$ cat src/rtl/i2c_slave.sv
// I2C target with a 7-bit address, byte-wide write and read paths and no clock stretching.
// The optional glitch filter on SCL/SDA is enabled by defining I2C_SLAVE_GLITCH_FILTER_EN.
module i2c_slave #(
  parameter logic [6:0] SLAVE_ADDR = 7'h50
) (
  input  logic       clk,
  input  logic       reset,
  input  logic       scl_in,
  input  logic       sda_in,
  output logic       sda_oe,
  output logic [7:0] data_out,
  output logic       wr_data,
  input  logic [7:0] data_in,
  output logic       rd_data,
  output logic       busy
);

  typedef enum logic [2:0] {
    IDLE      = 3'd0,
    ADDR      = 3'd1,
    ADDR_ACK  = 3'd2,
    WRITE     = 3'd3,
    WRITE_ACK = 3'd4,
    READ      = 3'd5,
    READ_ACK  = 3'd6,
    WAIT_STOP = 3'd7
  } state_e;

  state_e     r_state, w_nextState;
  logic [1:0] r_sclSync, r_sdaSync;
  logic       r_sclDly, r_sdaDly;
  logic [2:0] r_settle;
  logic [7:0] r_shift;
  logic [2:0] r_bitCnt;
  logic       r_byteDone;
  logic       w_scl, w_sda, w_live;
  logic       w_sclRise, w_sclFall, w_start, w_stop, w_addrMatch;
  logic       w_sdaOeNext, w_wrPulse, w_rdPulse, w_busyNext;

  // Two-flop synchronizers; they reset to the idle-bus level (both lines high).
  always_ff @(posedge clk or negedge reset) begin
    if (!reset) begin
      r_sclSync <= 2'b11;
      r_sdaSync <= 2'b11;
    end else begin
      r_sclSync <= {r_sclSync[0], scl_in};
      r_sdaSync <= {r_sdaSync[0], sda_in};
    end
  end

`ifdef I2C_SLAVE_GLITCH_FILTER_EN
  logic [1:0] r_sclHist, r_sdaHist;
  logic       r_sclFilt, r_sdaFilt;

  // Filtered level follows a line only once three consecutive samples agree.
  always_ff @(posedge clk or negedge reset) begin
    if (!reset) begin
      r_sclHist <= 2'b11;
      r_sdaHist <= 2'b11;
      r_sclFilt <= 1'b1;
      r_sdaFilt <= 1'b1;
    end else begin
      r_sclHist <= {r_sclHist[0], r_sclSync[1]};
      r_sdaHist <= {r_sdaHist[0], r_sdaSync[1]};
      if (r_sclHist == {2{r_sclSync[1]}}) r_sclFilt <= r_sclSync[1];
      if (r_sdaHist == {2{r_sdaSync[1]}}) r_sdaFilt <= r_sdaSync[1];
    end
  end

  assign w_scl = r_sclFilt;
  assign w_sda = r_sdaFilt;
`else
  assign w_scl = r_sclSync[1];
  assign w_sda = r_sdaSync[1];
`endif

  // One-clk delay of the line levels for edge detection, plus a settle counter that
  // masks detection until the pipeline holds real pad levels after reset; otherwise a
  // low SDA seen after a mid-transfer reset release would look like a START.
  always_ff @(posedge clk or negedge reset) begin
    if (!reset) begin
      r_sclDly <= 1'b1;
      r_sdaDly <= 1'b1;
      r_settle <= 3'd0;
    end else begin
      r_sclDly <= w_scl;
      r_sdaDly <= w_sda;
      if (!w_live) r_settle <= r_settle + 3'd1;
    end
  end

  assign w_live      = &r_settle;
  assign w_sclRise   = w_live & w_scl & ~r_sclDly;
  assign w_sclFall   = w_live & ~w_scl & r_sclDly;
  assign w_start     = w_live & w_scl & r_sclDly & r_sdaDly & ~w_sda;
  assign w_stop      = w_live & w_scl & r_sclDly & ~r_sdaDly & w_sda;
  assign w_addrMatch = (r_shift[7:1] == SLAVE_ADDR);

  // State register.
  always_ff @(posedge clk or negedge reset) begin
    if (!reset) r_state <= IDLE;
    else        r_state <= w_nextState;
  end

  // Next-state logic; STOP and START override every state. A master NACK leaves
  // READ_ACK on the rising edge, so a falling edge still in READ_ACK means ACK.
  always_comb begin
    w_nextState = r_state;
    if (w_stop) begin
      w_nextState = IDLE;
    end else if (w_start) begin
      w_nextState = ADDR;
    end else begin
      case (r_state)
        ADDR:      if (w_sclFall && r_byteDone) w_nextState = w_addrMatch ? ADDR_ACK : IDLE;
        ADDR_ACK:  if (w_sclFall) w_nextState = r_shift[0] ? READ : WRITE;
        WRITE:     if (w_sclFall && r_byteDone) w_nextState = WRITE_ACK;
        WRITE_ACK: if (w_sclFall) w_nextState = WRITE;
        READ:      if (w_sclFall && r_byteDone) w_nextState = READ_ACK;
        READ_ACK: begin
          if (w_sclRise && w_sda) w_nextState = WAIT_STOP;
          else if (w_sclFall)     w_nextState = READ;
        end
        default: ;
      endcase
    end
  end

  // Output decode: next SDA drive, strobes and busy, all changing on SCL falling
  // edges except busy dropping at a master NACK.
  always_comb begin
    w_sdaOeNext = sda_oe;
    w_wrPulse   = 1'b0;
    w_rdPulse   = 1'b0;
    w_busyNext  = busy;
    if (w_stop) begin
      w_sdaOeNext = 1'b0;
      w_busyNext  = 1'b0;
    end else if (w_start) begin
      w_sdaOeNext = 1'b0;
    end else begin
      case (r_state)
        ADDR: begin
          if (w_sclFall && r_byteDone) begin
            w_sdaOeNext = w_addrMatch;
            w_busyNext  = w_addrMatch;
          end
        end
        ADDR_ACK: begin
          if (w_sclFall) begin
            w_rdPulse   = r_shift[0];
            w_sdaOeNext = r_shift[0] ? ~data_in[7] : 1'b0;
          end
        end
        WRITE: begin
          if (w_sclFall && r_byteDone) begin
            w_wrPulse   = 1'b1;
            w_sdaOeNext = 1'b1;
          end
        end
        WRITE_ACK: if (w_sclFall) w_sdaOeNext = 1'b0;
        READ:      if (w_sclFall) w_sdaOeNext = r_byteDone ? 1'b0 : ~r_shift[6];
        READ_ACK: begin
          if (w_sclRise && w_sda) begin
            w_busyNext = 1'b0;
          end else if (w_sclFall) begin
            w_rdPulse   = 1'b1;
            w_sdaOeNext = ~data_in[7];
          end
        end
        default: ;
      endcase
    end
  end

  // Registered outputs so the pad enable and strobes are glitch-free.
  always_ff @(posedge clk or negedge reset) begin
    if (!reset) begin
      sda_oe   <= 1'b0;
      wr_data  <= 1'b0;
      rd_data  <= 1'b0;
      busy     <= 1'b0;
      data_out <= 8'h00;
    end else begin
      sda_oe  <= w_sdaOeNext;
      wr_data <= w_wrPulse;
      rd_data <= w_rdPulse;
      busy    <= w_busyNext;
      if (w_wrPulse) data_out <= r_shift;
    end
  end

  // Shift register and bit counter: shift in on SCL rise for address/write bytes,
  // shift out on SCL fall for read bytes, and flag a full byte after the 8th rise.
  always_ff @(posedge clk or negedge reset) begin
    if (!reset) begin
      r_shift    <= 8'h00;
      r_bitCnt   <= 3'd0;
      r_byteDone <= 1'b0;
    end else if (w_start || w_stop) begin
      r_bitCnt   <= 3'd0;
      r_byteDone <= 1'b0;
    end else begin
      case (r_state)
        ADDR, WRITE: begin
          if (w_sclRise) begin
            r_shift  <= {r_shift[6:0], w_sda};
            r_bitCnt <= r_bitCnt + 3'd1;
            if (r_bitCnt == 3'd7) r_byteDone <= 1'b1;
          end else if (w_sclFall && r_byteDone) begin
            r_byteDone <= 1'b0;
          end
        end
        READ: begin
          if (w_sclRise) begin
            r_bitCnt <= r_bitCnt + 3'd1;
            if (r_bitCnt == 3'd7) r_byteDone <= 1'b1;
          end else if (w_sclFall) begin
            if (r_byteDone) r_byteDone <= 1'b0;
            else            r_shift    <= {r_shift[6:0], 1'b0};
          end
        end
        ADDR_ACK: if (w_sclFall && r_shift[0]) r_shift <= data_in;
        READ_ACK: if (w_sclFall) r_shift <= data_in;
        default: ;
      endcase
    end
  end

endmodule

$ cat config.mk
export PLATFORM = sky130hd
export DESIGN_NAME = i2c_slave
export DESIGN_NICKNAME = d
export VERILOG_FILES = /design/src/rtl/i2c_slave.sv
export SDC_FILE = /design/constraint.sdc
export NUM_CORES = 1
export LEC_CHECK = 0
export BUFFER_PORTS_ARGS = -buffer_cell sky130_fd_sc_hd__buf_2
export CAP_MARGIN = 25
export CELL_PAD_IN_SITES_DETAIL_PLACEMENT = 0
export CELL_PAD_IN_SITES_GLOBAL_PLACEMENT = 1
export CORE_MARGIN = 4
export CORE_UTILIZATION = 40
export CTS_CLUSTER_DIAMETER = 100
export DETAILED_ROUTE_END_ITERATION = 6
export HOLD_SLACK_MARGIN = 0.02
export PLACE_DENSITY = 0.81
export SKIP_CTS_REPAIR_TIMING = 1
export SLEW_MARGIN = 0
export SYNTH_ARGS = -nofsm -noshare
export SYNTH_HDL_FRONTEND = slang
export SYNTH_SLANG_ARGS = --single-unit
$ cat constraint.sdc
create_clock -name clk -period 6.9 [get_ports clk]
set_input_delay 0.69 -clock clk [delete_from_list [all_inputs] [get_ports clk]]
set_output_delay 0.69 -clock clk [all_outputs]
set_load 0.02 [all_outputs]
==> impl_metrics.tcl <==
set metrics [dict create \
    numCtsBuffers 5 \
    final-hold-violation-count 0 \
    yosysWarnings 0 \
    io_pins 24 \
    die_width_um 74.48 \
    antenna_found_initial 0 \
    gp_congestion 0.8477 \
    synth_cells 142 \
    synthFlopType "dfrtp_1" \
    final_util 0.4955 \
    synth-edff-count 0 \
    fmax_mhz 404.9 \
    worst-setup-path-type "reg -> reg" \
    drtIter0Drc 106 \
    insertion_delay_ps 290 \
    num-nets-final 183 \
    dieArea_sq_um 5547 \
    design.core.area_sq_um 4144 \
    multiInputGateArea_sq_um 837.1 \
    drc 0 \
    syn_area_sq_um 1768 \
    port_buffers 23 \
    netlist.area_leader.share 0.4246 \
    ctsHtreeMaxLevel 2 \
    peakVddDrop_uv 181.3 \
    clk_pin_slew_worst_paths_ps 70 \
    status "finished clean" \
    synth_top_area_cell "dfrtp_1" \
    p_switching_uw 147.1 \
    pwr-share-clk 0.347 \
    fin_crit_sh 0.3579 \
    syn_area_per_cell_sq_um 12.45 \
    grt_use_total 0.1482 \
    path_max_fanout 8 \
    synth_most_common_cell "dfrtp_1" \
    antenna_left 0 \
    synth_seq_cells 36 \
    seq_area_frac_synth 0.5138 \
    cts.sinks 36 \
    drive_gt1_frac 0.4226 \
    p_sw_frac 0.2553 \
    slew_violations 0 \
    yosys-top-cells-count "dfrtp_1, mux2_2, dfstp_2" \
    internal-power_uw 429.3 \
    drtPass1Iterations 4 \
    leakagePower_nw 0.9666 \
    rows 23 \
    worst_pin_slew_ps 945.0 \
    synth_area_leaders "dfrtp_1, mux2_2, dfstp_2" \
    cp.arrival_ps 2640 \
    wirelength_um 3593 \
    met3_usage 0.04595 \
    cp-end-kind "register" \
    fill_cells 380 \
    rsz0062_at_grt "no" \
    cp.required_ps 7080 \
    via_per_inst 5.725 \
    ys_types 42 \
    cts_tree "yes" \
    gr-total-overflow 0 \
    grt_pass1_vias 1269 \
    synthArstFlopShare 1.000 \
    slew_headroom 0.3687 \
    powerDensity_nw_per_um2 280.7 \
    start_kind "register" \
    vias 1248 \
    start_util 0.4266 \
    busiest_layer "met2" \
    finalCriticalPeriod_ps 2470 \
    cts_root_buf "clkbuf_8" \
    grt_max_degree 37 \
    hp-class "reg -> reg" \
    fp.dieH_um 74.48 \
    power_frac_seq 0.491 \
    syn_nets 158 \
    setup_tns_ps 0 \
    grt_pass1_wl_um 6078 \
    ff_latch_area_sq_um 908.4 \
    syn_to_final_growth_pct 16.14 \
    finalSetupViolations 0 \
    hpwl_um 2555 \
    clockBufferDepth 2 \
    comb_power_share 0.163 \
    routedWlPerCell_um 16.48 \
    finClkSkew_ps 6.312 \
    drv_cap 0 \
    grtUsageMet2 0.2254 \
    gr-usage-met1 0.1924 \
    diodes 0 \
]
-- cell usage in the layout (no fill, tap or decap), types with 2 or more instances in the layout --
cell	count
a21oi_1	3
dfrtp_1	30
o31ai_1	2
buf_2	23
a21o_1	2
o211ai_1	2
clkbuf_8	7
a21boi_0	2
dfstp_2	6
nor2_1	4
nand3_1	5
o21ai_0	4
mux2_2	28
or2_2	3
a22o_1	2
nor2b_1	3
and3b_1	4
and3_1	4
ha_1	4
nand4_1	2
a31oi_1	2
o21bai_1	2
nand2_1	3
-- power groups by stage --
stage	logic, mW	registers [mW]	clock network, mW
floorplan	0.0766	0.270	0
global placement	0.0872	0.282	0
detailed placement	0.0944	0.286	0
CTS	0.0945	0.282	0.205
global route	0.103	0.287	0.213
finish	0.0938	0.283	0.200
-- cells by family (layout without fill, tap and decap cells) --
kind of cell,Yosys count,in the layout,share of synthesized area
muxes,29,29,0.1840
and+or+nand+nor,35,35,0.1210
DFF,36,36,0.5138
AOI/OAI and AO/OA,30,30,0.1302
adders and majority gates,4,4,0.02831
xor gates and xnor gates,2,2,0.009910
buffers and inverters,6,32,0.01274
-- sequential cells by signal, summed over array words and instances, names as in the netlist, 2 cells and up --
| register | cells |
|---|---|
| data_out | 8 |
| r_shift | 8 |
| r_bitCnt | 3 |
| r_settle | 3 |
| r_state | 3 |
| r_sclSync | 2 |
| r_sdaSync | 2 |
-- metal layers --
metal,vias to the layer above,share of wire
li1,588,-
met1,626,0.47
met2,28,0.46
met3,6,0.053
met4,0,0.023
met5,-,0
-- final timing paths --
| kind | endpoint | slack [ps] | startpoint | cells after the start |
|---|---|---|---|---|
| setup / recovery | r_shift[6] | 4430 | r_settle[0] | 6 |
| hold / removal | r_sclSync[1] | 360 | r_sclSync[0] | 0 |
| setup reg to reg | r_shift[6] | 4430 | r_settle[0] | 6 |
| hold reg to reg | r_sclSync[1] | 360 | r_sclSync[0] | 0 |
| max in group asynchronous | r_settle[1] | 5930 | reset | 1 |
| min in group asynchronous | r_bitCnt[1] | 470 | reset | 1 |
-- per-stage QoR --
step                power, mW  area (sq um)  instances  hold WS (ps)  worst slack (ps)
finish                 0.5764          2053        218         356.0              4430
global route           0.6031          2053        218         359.9              4314
CTS                    0.5820          2053        218         357.0              4443
detailed placement     0.3799          1927        210         347.0              4462
global placement       0.3689          1927        210         346.7              4560
floorplan              0.3462          1768        142         345.2              4689
-- final cells by class --
class,count,area share
clock buffer,7,0.04692
clock inverter,1,0.01463
inverter,1,0.001828
multi-input combinational,100,0.4077
sequential,36,0.4424
tap,50,0.03047
timing repair buffer,23,0.05606
-- critical path: stages (launching register included) --
cell and delay [ps]:
dfrtp_1 380, ha_1 170, ha_1 290, and3b_1 260, mux2_2 380, a211oi_4 480, mux2_2 400
(Power assumes the default switching activity.)
